==> src/rtl/hp_pkg.sv <==
// Shared constants and helpers for the host/parasite byte-quad register files.
package hp_pkg;

    localparam int unsigned NUM_CH       = 4;
    localparam int unsigned DATA_W       = 8;
    localparam int unsigned R3_DEPTH_DEF = 2;

    localparam int unsigned R1_IDX = 0;
    localparam int unsigned R2_IDX = 1;
    localparam int unsigned R3_IDX = 2;
    localparam int unsigned R4_IDX = 3;

    // Isolate the lowest set bit; yields all-zero when nothing is selected.
    function automatic logic [NUM_CH-1:0] lowest_set(input logic [NUM_CH-1:0] vec);
        return vec & (~vec + NUM_CH'(1));
    endfunction

endpackage

==> src/rtl/hp_byte_sync.sv <==
// Single-byte holding register: valid doubles as the full flag; a write while
// full is accepted only when the same cycle pops the byte out.
module hp_byte_sync #(
    parameter int unsigned WIDTH = 8
) (
    input  logic             clk,
    input  logic             rst,
    input  logic             push,
    input  logic             pop,
    input  logic [WIDTH-1:0] din,
    output logic             valid,
    output logic [WIDTH-1:0] dout
);

    logic             valid_q, valid_d;
    logic [WIDTH-1:0] data_q, data_d;
    logic             pop_ok_c, push_ok_c;

    always_comb begin
        valid_d   = valid_q;
        data_d    = data_q;
        pop_ok_c  = pop && valid_q;
        push_ok_c = push && (!valid_q || pop_ok_c);
        if (pop_ok_c) begin
            valid_d = 1'b0;
        end
        if (push_ok_c) begin
            valid_d = 1'b1;
            data_d  = din;
        end
    end

    always_ff @(posedge clk) begin
        if (rst) begin
            valid_q <= 1'b0;
            data_q  <= '0;
        end else begin
            valid_q <= valid_d;
            data_q  <= data_d;
        end
    end

    assign valid = valid_q;
    assign dout  = data_q;

endmodule

==> src/rtl/hp_bytequad_sync.sv <==
// Host-to-parasite byte quad: R1/R2/R4 holding registers, R3 FIFO, parasite read mux.
// Optional interrupt outputs built when HP_BYTEQUAD_IRQ_EN is defined.
module hp_bytequad_sync #(
    parameter int unsigned R3_DEPTH = hp_pkg::R3_DEPTH_DEF,
    parameter int unsigned DATA_W   = hp_pkg::DATA_W
) (
    input  logic              h_phi2,
    input  logic              h_rst,
    input  logic              h_wr,
    input  logic [3:0]        h_selectData,
    input  logic [DATA_W-1:0] h_data,
    input  logic              p_rd,
    input  logic [3:0]        p_selectData,
    input  logic              one_byte_mode,
    output logic [DATA_W-1:0] p_data,
    output logic [3:0]        p_data_available,
    output logic              p_zero_bytes_available,
`ifdef HP_BYTEQUAD_IRQ_EN
    input  logic              irq_en_r1,
    input  logic              irq_en_r4,
    input  logic              nmi_en_r3,
    output logic              p_irq,
    output logic              p_nmi,
`endif
    output logic [3:0]        h_full
);

    import hp_pkg::*;

    localparam int unsigned PTR_W = (R3_DEPTH > 2) ? 2 : 1;
    localparam int unsigned CNT_W = (R3_DEPTH > 3) ? 3 : 2;
    localparam logic [PTR_W-1:0] PTR_LAST = PTR_W'(R3_DEPTH - 1);
    localparam logic [CNT_W-1:0] CNT_MAX  = CNT_W'(R3_DEPTH);

    logic [3:0] h_sel_c, p_sel_c, push_c, pop_c;

    assign h_sel_c = lowest_set(h_selectData);
    assign p_sel_c = lowest_set(p_selectData);
    assign push_c  = h_sel_c & {4{h_wr}};
    assign pop_c   = p_sel_c & {4{p_rd}};

    // Single-byte channels
    logic              r1_valid, r2_valid, r4_valid;
    logic [DATA_W-1:0] r1_data, r2_data, r4_data;

    hp_byte_sync #(.WIDTH(DATA_W)) u_r1 (
        .clk   (h_phi2),
        .rst   (h_rst),
        .push  (push_c[R1_IDX]),
        .pop   (pop_c[R1_IDX]),
        .din   (h_data),
        .valid (r1_valid),
        .dout  (r1_data)
    );

    hp_byte_sync #(.WIDTH(DATA_W)) u_r2 (
        .clk   (h_phi2),
        .rst   (h_rst),
        .push  (push_c[R2_IDX]),
        .pop   (pop_c[R2_IDX]),
        .din   (h_data),
        .valid (r2_valid),
        .dout  (r2_data)
    );

    hp_byte_sync #(.WIDTH(DATA_W)) u_r4 (
        .clk   (h_phi2),
        .rst   (h_rst),
        .push  (push_c[R4_IDX]),
        .pop   (pop_c[R4_IDX]),
        .din   (h_data),
        .valid (r4_valid),
        .dout  (r4_data)
    );

    // R3 circular FIFO
    logic [DATA_W-1:0] mem_q [R3_DEPTH];
    logic [DATA_W-1:0] mem_d [R3_DEPTH];
    logic [PTR_W-1:0]  rd_ptr_q, rd_ptr_d, wr_ptr_q, wr_ptr_d;
    logic [CNT_W-1:0]  count_q, count_d;
    logic [CNT_W-1:0]  cap_c;
    logic              r3_full_c, r3_avail_c, r3_pop_ok_c, r3_push_ok_c;

    function automatic logic [PTR_W-1:0] ptr_inc(input logic [PTR_W-1:0] p);
        return (p == PTR_LAST) ? '0 : p + PTR_W'(1);
    endfunction

    always_comb begin
        mem_d    = mem_q;
        rd_ptr_d = rd_ptr_q;
        wr_ptr_d = wr_ptr_q;
        count_d  = count_q;

        cap_c        = one_byte_mode ? CNT_W'(1) : CNT_MAX;
        r3_full_c    = (count_q >= cap_c);
        r3_avail_c   = one_byte_mode ? (count_q != '0) : (count_q == CNT_MAX);
        r3_pop_ok_c  = pop_c[R3_IDX] && (count_q != '0);
        // A full FIFO (even over-full after a mode switch) takes a byte only in a pop cycle.
        r3_push_ok_c = push_c[R3_IDX] && (!r3_full_c || r3_pop_ok_c);

        if (r3_push_ok_c) begin
            mem_d[wr_ptr_q] = h_data;
            wr_ptr_d        = ptr_inc(wr_ptr_q);
        end
        if (r3_pop_ok_c) begin
            rd_ptr_d = ptr_inc(rd_ptr_q);
        end

        case ({r3_push_ok_c, r3_pop_ok_c})
            2'b10:   count_d = count_q + CNT_W'(1);
            2'b01:   count_d = count_q - CNT_W'(1);
            default: count_d = count_q;
        endcase
    end

    always_ff @(posedge h_phi2) begin
        if (h_rst) begin
            mem_q    <= '{default: '0};
            rd_ptr_q <= '0;
            wr_ptr_q <= '0;
            count_q  <= '0;
        end else begin
            mem_q    <= mem_d;
            rd_ptr_q <= rd_ptr_d;
            wr_ptr_q <= wr_ptr_d;
            count_q  <= count_d;
        end
    end

    // Flags and parasite read mux; empty or unselected channels read as zero
    assign p_data_available       = {r4_valid, r3_avail_c, r2_valid, r1_valid};
    assign h_full                 = {r4_valid, r3_full_c, r2_valid, r1_valid};
    assign p_zero_bytes_available = (count_q == '0);

    always_comb begin
        p_data = '0;
        if (p_sel_c[R1_IDX] && r1_valid) begin
            p_data = r1_data;
        end
        if (p_sel_c[R2_IDX] && r2_valid) begin
            p_data = r2_data;
        end
        if (p_sel_c[R3_IDX] && (count_q != '0)) begin
            p_data = mem_q[rd_ptr_q];
        end
        if (p_sel_c[R4_IDX] && r4_valid) begin
            p_data = r4_data;
        end
    end

`ifdef HP_BYTEQUAD_IRQ_EN
    // Interrupt requests, one cycle behind the availability flags
    logic p_irq_q, p_irq_d, p_nmi_q, p_nmi_d;

    always_comb begin
        p_irq_d = (irq_en_r1 && r1_valid) || (irq_en_r4 && r4_valid);
        p_nmi_d = nmi_en_r3 && r3_avail_c;
    end

    always_ff @(posedge h_phi2) begin
        if (h_rst) begin
            p_irq_q <= 1'b0;
            p_nmi_q <= 1'b0;
        end else begin
            p_irq_q <= p_irq_d;
            p_nmi_q <= p_nmi_d;
        end
    end

    assign p_irq = p_irq_q;
    assign p_nmi = p_nmi_q;
`endif

endmodule
==> config.mk <==
export PLATFORM = sky130hd
export DESIGN_NAME = hp_bytequad_sync
export DESIGN_NICKNAME = d
export VERILOG_FILES = /design/src/rtl/hp_pkg.sv /design/src/rtl/hp_byte_sync.sv /design/src/rtl/hp_bytequad_sync.sv
export SDC_FILE = /design/constraint.sdc
export NUM_CORES = 1
export LEC_CHECK = 0
export CAP_MARGIN = 20
export CORE_MARGIN = 3
export CORE_UTILIZATION = 29
export CTS_BUF_LIST = sky130_fd_sc_hd__clkbuf_8
export DETAILED_ROUTE_END_ITERATION = 10
export PLACE_DENSITY = 0.58
export SKIP_CTS_REPAIR_TIMING = 1
export SKIP_LAST_GASP = 1
export SLEW_MARGIN = 20
export SYNTH_ARGS = -nofsm -noshare
export SYNTH_HDL_FRONTEND = slang
export SYNTH_SLANG_ARGS = --single-unit
==> constraint.sdc <==
create_clock -name h_phi2 -period 4.14 [get_ports h_phi2]
set_input_delay 0.828 -clock h_phi2 [delete_from_list [all_inputs] [get_ports h_phi2]]
set_output_delay 0.828 -clock h_phi2 [all_outputs]
set_load 0.005 [all_outputs]
==> reports/results.md, run 1 <==
* run status: complete, no violations
* Pre-antenna DRT Iters: 4
* synth cell count leaders: sky130_fd_sc_hd__mux2i_1 (48), sky130_fd_sc_hd__dfxtp_1 (47), sky130_fd_sc_hd__nand2_1 (46), sky130_fd_sc_hd__nor2_1 (27), sky130_fd_sc_hd__a21oi_1 (12)
* setup violators final: 0
* Placement Setup Slack: 0.290 ns
* remaining global-route overflow: 0
* net switching power: 203 uW
* worst ir drop on vdd: 0.000155 V
* Final Max Slew Viols: 0
* Num Clock Sinks: 47
* fraction of post-synthesis cell area in the top cell type by area: 40.8%
* detailed-route wire length per cell: 13.7 um
* Setup TNS Final: 0 ns
* required time of the critical path: 3.31 ns
* worst slew margin relative to its limit: 38.7%
* Critical Setup Path Class: input pin to output port
* Row Count: 31
* Pwr per Cell Area: 295 nW/um^2
* vertical die dimension: 95.2 um
* Max-Cap Viols: 0
* final hold violations: 0
* TritonCTS Buffers: 5
* share of synthesized flip-flops with an asynchronous set or reset: 0%
* largest cells by area after synthesis: sky130_fd_sc_hd__dfxtp_1 (41%), sky130_fd_sc_hd__mux2i_1 (21%), sky130_fd_sc_hd__nand2_1 (7.5%), sky130_fd_sc_hd__nor2_1 (4.4%), sky130_fd_sc_hd__buf_4 (2.9%)
* # diodes: 0
* number of global-route vias before repair: 1768
* Gate Count Post-Synth: 251
* Top-Level Pins: 38
* number of filler cells placed in the layout: 757
* arrival time reported for the critical path endpoint: 3.01 ns
* total standard cell area after synthesis: 2310 sq um
* family with the most delay on the worst path: buffers and inverters
* routed via count: 1777
* count of yosys warnings during synthesis: 0
* number of remaining DRC errors: 0
* unrepaired setup endpoints after global routing: no
* cell at the root of the clock tree: sky130_fd_sc_hd__clkbuf_8
* antenna violations before repair: 0
* worst skew pair latency: 0.30 ns
* H-tree Lvls: 2
* share of cells above drive strength 1: 8.99%
* post-synthesis net count: 275
* Post-Route Skew: 0.00539 ns
* Synth Flop Type: sky130_fd_sc_hd__dfxtp_1
* global-route wire length before repair: 8800 um
* worst-margin pin slew: 0.918 ns
* startpoint type of the worst setup path: input pin
* crit share post-route: 92.8%
* Core Box Area: 7490 sq um
* antenna viol nets, final: 0
* Bufs on Longest Clock Path: 2
* Clk network pwr share: 31.8%
* count of port buffers added during placement: 37
* mean number of vias per cell: 4.71
* Area growth syn-to-layout: 21.1%
* static power due to leakage: 1.05 nW
* number of synthesized flops with an enable pin: 0
* pin count of the biggest net entering global routing: 33
* PnR Total Power: 825 uW
* Hold Path Class: register to register
* cell-internal power: 622 uW
* part of the total power dissipated in sequential elements: 57.2%
* post-route minimum period: 3.84 ns
* maximum cell stage delay along the critical path: 0.54 ns
* slack of the critical path: 0.299 ns
* slowest CP cell: sky130_fd_sc_hd__clkdlybuf4s50_1
* Die Outline Area: 9060 sq um
* register bit total from synthesis: 47
* area occupied by registers: 941 sq um
* Total Routed Length: 5180 um
* sw frac: 24.6%
* share of the yosys chip area belonging to registers: 40.8%
* Netlist cell types: 34
* power share of the combinational group: 11.0%
* DRC violation total after the first TritonRoute iteration: 100
* kind of end point of the critical path: output port
* initial core utilization: 30.8%
* area of combinational cells with multiple inputs: 1230 sq um
* peak fanout along the critical path: 20
* chain of cells forming the critical path: clkdlybuf4s50_1, buf_4, nor4b_2, nand2_1, a21oi_1, clkdlybuf4s50_1
* DP HPWL: 3860 um
* CTS tree: built
* horizontal extent of the die: 95.2 um
* library cell with the largest summed area after synthesis: sky130_fd_sc_hd__dfxtp_1
* synthesized area per cell: 9.19 sq um
* Total Routing Usage GR: 12.5%
* most repeated cell in the gate-level netlist after synthesis: sky130_fd_sc_hd__mux2i_1
* cell mode on critical path: sky130_fd_sc_hd__clkdlybuf4s50_1
* clock-pin slew of the registers on the worst-case setup and hold paths: 0.09 ns
* WP buf/inv: 3
* maximum clock frequency: 260 MHz
* Final nets: 301
* final weighted congestion of routability-driven global placement: 0.801
-- power groups by stage --
stage               Clock [mW]  Sequential [mW]  Combinational (mW)
floorplan                    0            0.478              0.0531
global placement             0            0.482              0.0904
detailed placement           0            0.482              0.0917
CTS                      0.273            0.472              0.0922
global route             0.295            0.474               0.101
finish                   0.263            0.472              0.0906
-- sequential cells by signal, indices dropped and copies added (netlist names) --
name and cells:
rd_ptr_q 1, u_r1.valid 1, mem_q 16, count_q 2, u_r2.valid 1, u_r2.dout 8, u_r1.dout 8, u_r4.dout 8
wr_ptr_q 1, u_r4.valid 1
-- kinds of logic (layout without fill, tap and decap cells) --
family | after synthesis | after routing | share of synthesized area (%)
mux | 49 | 49 | 21.3
simple gates | 94 | 94 | 18.8
flops | 47 | 47 | 40.8
xor+xnor | 3 | 3 | 1.14
fa+ha+maj | 3 | 3 | 1.63
buf+inv | 26 | 53 | 5.80
compound gates | 29 | 29 | 10.5
-- worst min-delay path, stage by stage (launching register included) --
cell and delay (ns):
sky130_fd_sc_hd__dfxtp_1 0.32, sky130_fd_sc_hd__nand2_1 0.05, sky130_fd_sc_hd__mux2i_1 0.05
-- metal layers --
metal / routed length [um] / global-route usage [%] / share of wire, % / vias up
li1: - / - / - / 910
met1: 2600 / 17.4 / 50 / 820
met2: 2260 / 18.9 / 44 / 42
met3: 270 / 2.76 / 5.2 / 5
met4: 53 / 4.45 / 1.0 / 0
met5: 0 / 0 / 0 / -
-- metrics by stage --
stage,area [sq um],hold slack (ns),utilization (%),instances
floorplan,2310,0.435,-,251
global placement,2710,0.444,36.2,369
detailed placement,2710,0.451,36.2,369
CTS,2790,0.463,37.3,377
global route,2790,0.479,37.3,377
finish,2790,0.460,37.3,377
-- final timing paths --
check                to  cells past startpoint  slack [ns]       startpoint
max           p_data[7]                      6        0.30  p_selectData[0]
min            mem_q[9]                      2        0.46         mem_q[9]
max reg2reg  count_q[1]                      8        1.77       count_q[0]
min reg2reg    mem_q[9]                      2        0.46         mem_q[9]
-- area by class of cell --
cell class | count | share of cell area [%]
multi-input combinational | 178 | 44.1
inverter | 4 | 0.537
tap | 99 | 4.43
sequential | 47 | 33.7
timing repair buffer | 41 | 14.3
clock buffer | 5 | 2.46
clock inverter | 3 | 0.448
-- placed cells by master, fill, tap and decap left out, types with 2 or more instances in the layout --
cell type,instances
sky130_fd_sc_hd__inv_1,6
sky130_fd_sc_hd__dfxtp_1,47
sky130_fd_sc_hd__xnor2_1,2
sky130_fd_sc_hd__a21oi_2,2
sky130_fd_sc_hd__clkbuf_8,5
sky130_fd_sc_hd__ha_1,3
sky130_fd_sc_hd__nand3b_1,3
sky130_fd_sc_hd__nand2_1,46
sky130_fd_sc_hd__o211ai_1,2
sky130_fd_sc_hd__mux2i_1,48
sky130_fd_sc_hd__buf_4,4
sky130_fd_sc_hd__nor2_1,27
sky130_fd_sc_hd__nand3_1,9
sky130_fd_sc_hd__o221a_2,6
sky130_fd_sc_hd__nand2b_1,2
sky130_fd_sc_hd__clkdlybuf4s50_1,37
sky130_fd_sc_hd__a21oi_1,12
Note: power is estimated with default switching activity, not from simulation.
==> run 2, diff against run 1 <==
Settings changed: REMOVE_ABC_BUFFERS from default to 1.
==> reports/results.md, run 2 (synthesis gave the netlist of run 1 again) <==
* share of cells above drive strength 1: 10.0%, was 8.99%
* worst ir drop on vdd: 0.000163 V, was 0.000155 V
* part of the total power dissipated in sequential elements: 51.3%, was 57.2%
* Core Box Area: 7490 sq um, unchanged
* Setup TNS Final: 0 ns, unchanged
* family with the most delay on the worst path: buffers and inverters, unchanged
* most common cell after layout, fill and taps aside: sky130_fd_sc_hd__mux2i_1, unchanged
* antenna violations before repair: 0, unchanged
* number of global-route vias before repair: 1701, was 1768
* sw frac: 23.4%, was 24.6%
* max reg flops: 16, unchanged
* Final nets: 302, was 301
* number of filler cells placed in the layout: 740, was 757
* Area growth syn-to-layout: 23.0%, was 21.1%
* Top-Level Pins: 38, unchanged
* WP buf/inv: 2, was 3
* run status: complete, no violations, unchanged
* vertical die dimension: 95.2 um, unchanged
* peak fanout along the critical path: 8, was 20
* H-tree Lvls: 2, unchanged
* post-route minimum period: 3.94 ns, was 3.84 ns
* number of remaining DRC errors: 0, unchanged
* CTS tree: built, unchanged
* Final Max Slew Viols: 0, unchanged
* worst-margin pin slew: 0.933 ns, was 0.918 ns
* TritonCTS Buffers: 5, unchanged
* Post-Route Skew: 0.00851 ns, was 0.00539 ns
* crit share post-route: 95.1%, was 92.8%
* slowest CP cell: sky130_fd_sc_hd__or4b_1, was sky130_fd_sc_hd__clkdlybuf4s50_1
* smallest hold slack: 0.464 ns, was 0.460 ns
* core utilization of the finished layout: 37.9%, was 37.3%
* net switching power: 215 uW, was 203 uW
* DRC violation total after the first TritonRoute iteration: 88, was 100
* Max-Cap Viols: 0, unchanged
* remaining global-route overflow: 0, unchanged
* kind of end point of the critical path: output port, unchanged
* required time of the critical path: 3.31 ns, about the same
* Hold Path Class: register to register, unchanged
* maximum clock frequency: 254 MHz, was 260 MHz
* mean number of vias per cell: 4.75, was 4.71
* Bufs on Longest Clock Path: 2, unchanged
* worst slew margin relative to its limit: 37.7%, was 38.7%
* most used cells in the layout excluding fill and tap cells: sky130_fd_sc_hd__mux2i_1 (48), sky130_fd_sc_hd__dfxtp_1 (47), sky130_fd_sc_hd__nand2_1 (46), unchanged
* Row Count: 31, unchanged
* post-route cell area: 2840 sq um, was 2790 sq um
* worst skew pair latency: 0.30 ns, about the same
* PnR Total Power: 919 uW, was 825 uW
* static power due to leakage: 1.07 nW, was 1.05 nW
* Total Routed Length: 5650 um, was 5180 um
* area occupied by registers: 941 sq um, unchanged
* horizontal extent of the die: 95.2 um, unchanged
* cell-internal power: 704 uW, was 622 uW
* power share of the combinational group: 10.1%, was 11.0%
* Num Clock Sinks: 47, unchanged
* antenna viol nets, final: 0, unchanged
* final weighted congestion of routability-driven global placement: 0.748, was 0.801
* chain of cells forming the critical path: clkdlybuf4s50_1, or4b_1, o221a_2, a21oi_1, clkdlybuf4s50_1, was clkdlybuf4s50_1, buf_4, nor4b_2, nand2_1, a21oi_1, clkdlybuf4s50_1
* r2r startpoint: count_q[0], unchanged
* Die Outline Area: 9060 sq um, unchanged
* initial core utilization: 30.8%, unchanged
* cell mode on critical path: sky130_fd_sc_hd__clkdlybuf4s50_1, unchanged
* # diodes: 0, unchanged
* startpoint type of the worst setup path: input pin, unchanged
* unrepaired setup endpoints after global routing: no, unchanged
* count of port buffers added during placement: 37, unchanged
* area of combinational cells with multiple inputs: 1230 sq um, unchanged
* Pre-antenna DRT Iters: 4, unchanged
* Critical Setup Path Class: input pin to output port, unchanged
* final hold violations: 0, unchanged
* detailed-route wire length per cell: 15.0 um, was 13.7 um
* Pwr per Cell Area: 324 nW/um^2, was 295 nW/um^2
* arrival time reported for the critical path endpoint: 3.11 ns, was 3.01 ns
* CP Launch Point: p_selectData[0], unchanged
* Clk network pwr share: 38.5%, was 31.8%
* routed via count: 1796, was 1777
* clock-pin slew of the registers on the worst-case setup and hold paths: 0.09 ns, about the same
* DP HPWL: 3780 um, was 3860 um
* maximum cell stage delay along the critical path: 0.77 ns, was 0.54 ns
* worst hold start: mem_q[8], was mem_q[9]
* register ranked first by flip-flop count: mem_q, unchanged
* global-route wire length before repair: 8930 um, was 8800 um
* cell area reported after detailed placement: 2720 sq um, was 2710 sq um
* setup violators final: 0, unchanged
* cell at the root of the clock tree: sky130_fd_sc_hd__clkbuf_8, unchanged
* Total Routing Usage GR: 13.1%, was 12.5%
* pin count of the biggest net entering global routing: 33, unchanged
==> run 2: final timing paths <==
| path | endpoint | slack [ns] | cells after the start |
|---|---|---|---|
| min | mem_q[8] | 0.46 | 2 |
| min reg2reg | mem_q[8] | 0.46 | 2 |
| max | p_data[6] | 0.20 | 5 |
| max reg2reg | count_q[1] | 1.75 | 8 |
==> run 2: worst reg2reg max path, stage by stage (launching register included) <==
cell and delay, ns:
sky130_fd_sc_hd__dfxtp_1 0.45, sky130_fd_sc_hd__inv_1 0.07, sky130_fd_sc_hd__ha_1 0.26, sky130_fd_sc_hd__nand2b_1 0.14, sky130_fd_sc_hd__a21oi_1 0.37, sky130_fd_sc_hd__o211ai_1 0.17
sky130_fd_sc_hd__ha_1 0.35, sky130_fd_sc_hd__or3_1 0.38, sky130_fd_sc_hd__a21oi_1 0.14
==> run 2: per-stage QoR <==
stage | setup slack [ns] | std cells
floorplan | 1.43 | 229
global placement | 0.222 | 370
detailed placement | 0.235 | 370
CTS | 0.213 | 378
global route | 0.136 | 378
finish | 0.201 | 378
==> run 2: power by group through the flow <==
| stage | combinational, mW | sequential, mW | clock [mW] |
|---|---|---|---|
| 2_1_floorplan | 0.0396 | 0.480 | 0 |
| 5_1_grt | 0.101 | 0.474 | 0.384 |
| 4_1_cts | 0.0942 | 0.472 | 0.364 |
| 6_report | 0.0930 | 0.472 | 0.354 |
| 3_5_place_dp | 0.0935 | 0.482 | 0 |
| 3_3_place_gp | 0.0929 | 0.482 | 0 |
==> run 2: cell type report <==
cell class	count	area share (%)
clock inverters	2	1.23
well taps	99	4.37
inverters	4	0.529
multi-input cells	178	43.4
flip-flops and latches	47	33.2
clock buffers	6	2.91
repair buffers	42	14.4
==> run 2: metal layers <==
metal	routed length, um	part of all wire [%]	global-route usage (%)	up-vias
met4	125	2.2	5.89	0
li1	-	-	-	919
met5	0	0	0	-
met2	2530	45	20.4	43
met1	2730	48	17.2	822
met3	269	4.8	3.08	12
==> run 3, diff against run 2 <==
Settings changed: CELL_PAD_IN_SITES_DETAIL_PLACEMENT from default to 0, CELL_PAD_IN_SITES_GLOBAL_PLACEMENT from default to 2, CORE_MARGIN 3 to 5, PLACE_DENSITY 0.58 to 0.81.
==> reports/results.md, run 3 (synthesis gave the netlist of run 1 again) <==
* Total Routing Usage GR: 11.8%, was 13.1%
* worst skew pair latency: 0.30 ns, about the same
* worst reg2reg path endpoint: count_q[1], unchanged
* peak fanout along the critical path: 14, was 8
* number of global-route vias before repair: 1742, was 1701
* clock-pin slew of the registers on the worst-case setup and hold paths: 0.09 ns, about the same
* CTS tree: built, unchanged
* Pre-antenna DRT Iters: 4, unchanged
* Setup TNS Final: 0 ns, unchanged
* setup violators final: 0, unchanged
* static power due to leakage: 1.08 nW, was 1.07 nW
* remaining global-route overflow: 0, unchanged
* Post-Route Skew: 0.0118 ns, was 0.00851 ns
* H-tree Lvls: 2, unchanged
* DP HPWL: 3970 um, was 3780 um
* mean number of vias per cell: 4.69, was 4.75
* kind of end point of the critical path: output port, unchanged
* Bufs on Longest Clock Path: 2, unchanged
* Num Clock Sinks: 47, unchanged
* max reg flops: 16, unchanged
* worst ir drop on vdd: 0.000171 V, was 0.000163 V
* Die Outline Area: 9840 sq um, was 9060 sq um
* final hold violations: 0, unchanged
* worst r2r path cells: 8, unchanged
* initial core utilization: 29.9%, was 30.8%
* PnR Total Power: 965 uW, was 919 uW
* Total Routed Length: 5770 um, was 5650 um
* global-route wire length before repair: 9220 um, was 8930 um
* register ranked first by flip-flop count: mem_q, unchanged
* DRC violation total after the first TritonRoute iteration: 46, was 88
* maximum clock frequency: 255 MHz, was 254 MHz
* antenna violations before repair: 0, unchanged
* most used cells in the layout excluding fill and tap cells: sky130_fd_sc_hd__mux2i_1 (48), sky130_fd_sc_hd__dfxtp_1 (47), sky130_fd_sc_hd__nand2_1 (46), unchanged
* vertical die dimension: 99.2 um, was 95.2 um
* run status: complete, no violations, unchanged
* share of cells above drive strength 1: 9.68%, was 10.0%
* most common cell after layout, fill and taps aside: sky130_fd_sc_hd__mux2i_1, unchanged
* startpoint type of the worst setup path: input pin, unchanged
* Top-Level Pins: 38, unchanged
* worst-margin pin slew: 0.810 ns, was 0.933 ns
* routed via count: 1788, was 1796
* Critical Setup Path Class: input pin to output port, unchanged
* # diodes: 0, unchanged
* arrival time reported for the critical path endpoint: 3.09 ns, was 3.11 ns
* worst slew margin relative to its limit: 46.0%, was 37.7%
* count of port buffers added during placement: 37, unchanged
* Area growth syn-to-layout: 23.8%, was 23.0%
* detailed-route wire length per cell: 15.2 um, was 15.0 um
* Max-Cap Viols: 0, unchanged
* final weighted congestion of routability-driven global placement: 0.700, was 0.748
* Pwr per Cell Area: 338 nW/um^2, was 324 nW/um^2
* TritonCTS Buffers: 5, unchanged
* CP Launch Point: p_selectData[1], was p_selectData[0]
* r2r startpoint: count_q[0], unchanged
* required time of the critical path: 3.31 ns, about the same
* pin count of the biggest net entering global routing: 26, was 33
* antenna viol nets, final: 0, unchanged
* unrepaired setup endpoints after global routing: no, unchanged
* reg2reg setup slack: 1.71 ns, was 1.75 ns
* post-route minimum period: 3.92 ns, was 3.94 ns
* number of remaining DRC errors: 0, unchanged
* horizontal extent of the die: 99.2 um, was 95.2 um
* Final Max Slew Viols: 0, unchanged
* crit share post-route: 94.7%, was 95.1%
* cell at the root of the clock tree: sky130_fd_sc_hd__clkbuf_8, unchanged
* Final nets: 302, unchanged
* Hold Path Class: register to register, unchanged
* Core Box Area: 7730 sq um, was 7490 sq um
* critical path capture point: p_data[7], was p_data[6]
* Row Count: 32, was 31
[run 3: cell count changes in the layout (fill, tap and decap cells not counted), sizes merged]
cell and delta:
clkinv -1, bufinv +1, clkbuf -1, inv +1
[run 3: how the worst min path moves through the flow]
stage / slack (ns) / endpoint / from / depth (start not counted)
6_report: 0.46 / mem_q[3] / mem_q[3] / 2
5_1_grt: 0.49 / mem_q[7] / mem_q[7] / 2
4_1_cts: 0.46 / u_r4.dout[3] / u_r4.dout[3] / 2
3_5_place_dp: 0.45 / u_r4.dout[2] / u_r4.dout[2] / 2
3_3_place_gp: 0.44 / mem_q[8] / mem_q[8] / 2
2_1_floorplan: 0.43 / u_r4.dout[4] / u_r4.dout[4] / 2
[run 3: per-layer routing]
layer	global-route usage, %	up-vias	part of all wire [%]
li1	-	916	-
met1	15.5	827	49
met2	19.3	35	47
met3	1.82	10	2.4
met4	4.83	0	2.2
met5	0	-	0
[run 3: report_power, final]
part	switching [mW]	internal, mW	total, mW
registers	0.00929	0.463	0.472
clock network	0.159	0.239	0.398
logic	0.0484	0.0466	0.0950
total	0.216	0.748	0.965
[run 3: layout make-up]
type                            instances  area, sq um
Multi-Input combinational cell        178         1230
Inverter                                4         15.0
Clock inverter                          3         63.8
Clock buffer                            5         68.8
Timing Repair Buffer                   42          408
Fill cell                             783         4870
Sequential cell                        47          941
Tap cell                              102          128
[run 3: critical path, cell delays in order]
cell,delay (ns)
sky130_fd_sc_hd__clkdlybuf4s50_1,0.48
sky130_fd_sc_hd__buf_4,0.19
sky130_fd_sc_hd__nor4b_2,0.35
sky130_fd_sc_hd__nand2_1,0.44
sky130_fd_sc_hd__a21oi_1,0.27
sky130_fd_sc_hd__clkdlybuf4s50_1,0.53
[run 3: metrics by stage]
stage / hold WS, ns / setup slack (ns) / area (sq um) / std cells / util, %
final: 0.464 / 0.219 / 2860 / 381 / 37.0
after global routing: 0.485 / 0.0907 / 2860 / 381 / 37.0
after CTS: 0.464 / 0.212 / 2860 / 381 / 37.0
after detailed placement: 0.446 / 0.224 / 2720 / 373 / 35.2
after global placement: 0.445 / 0.205 / 2720 / 373 / 35.2
after floorplan: 0.435 / 1.43 / 2190 / 229 / -
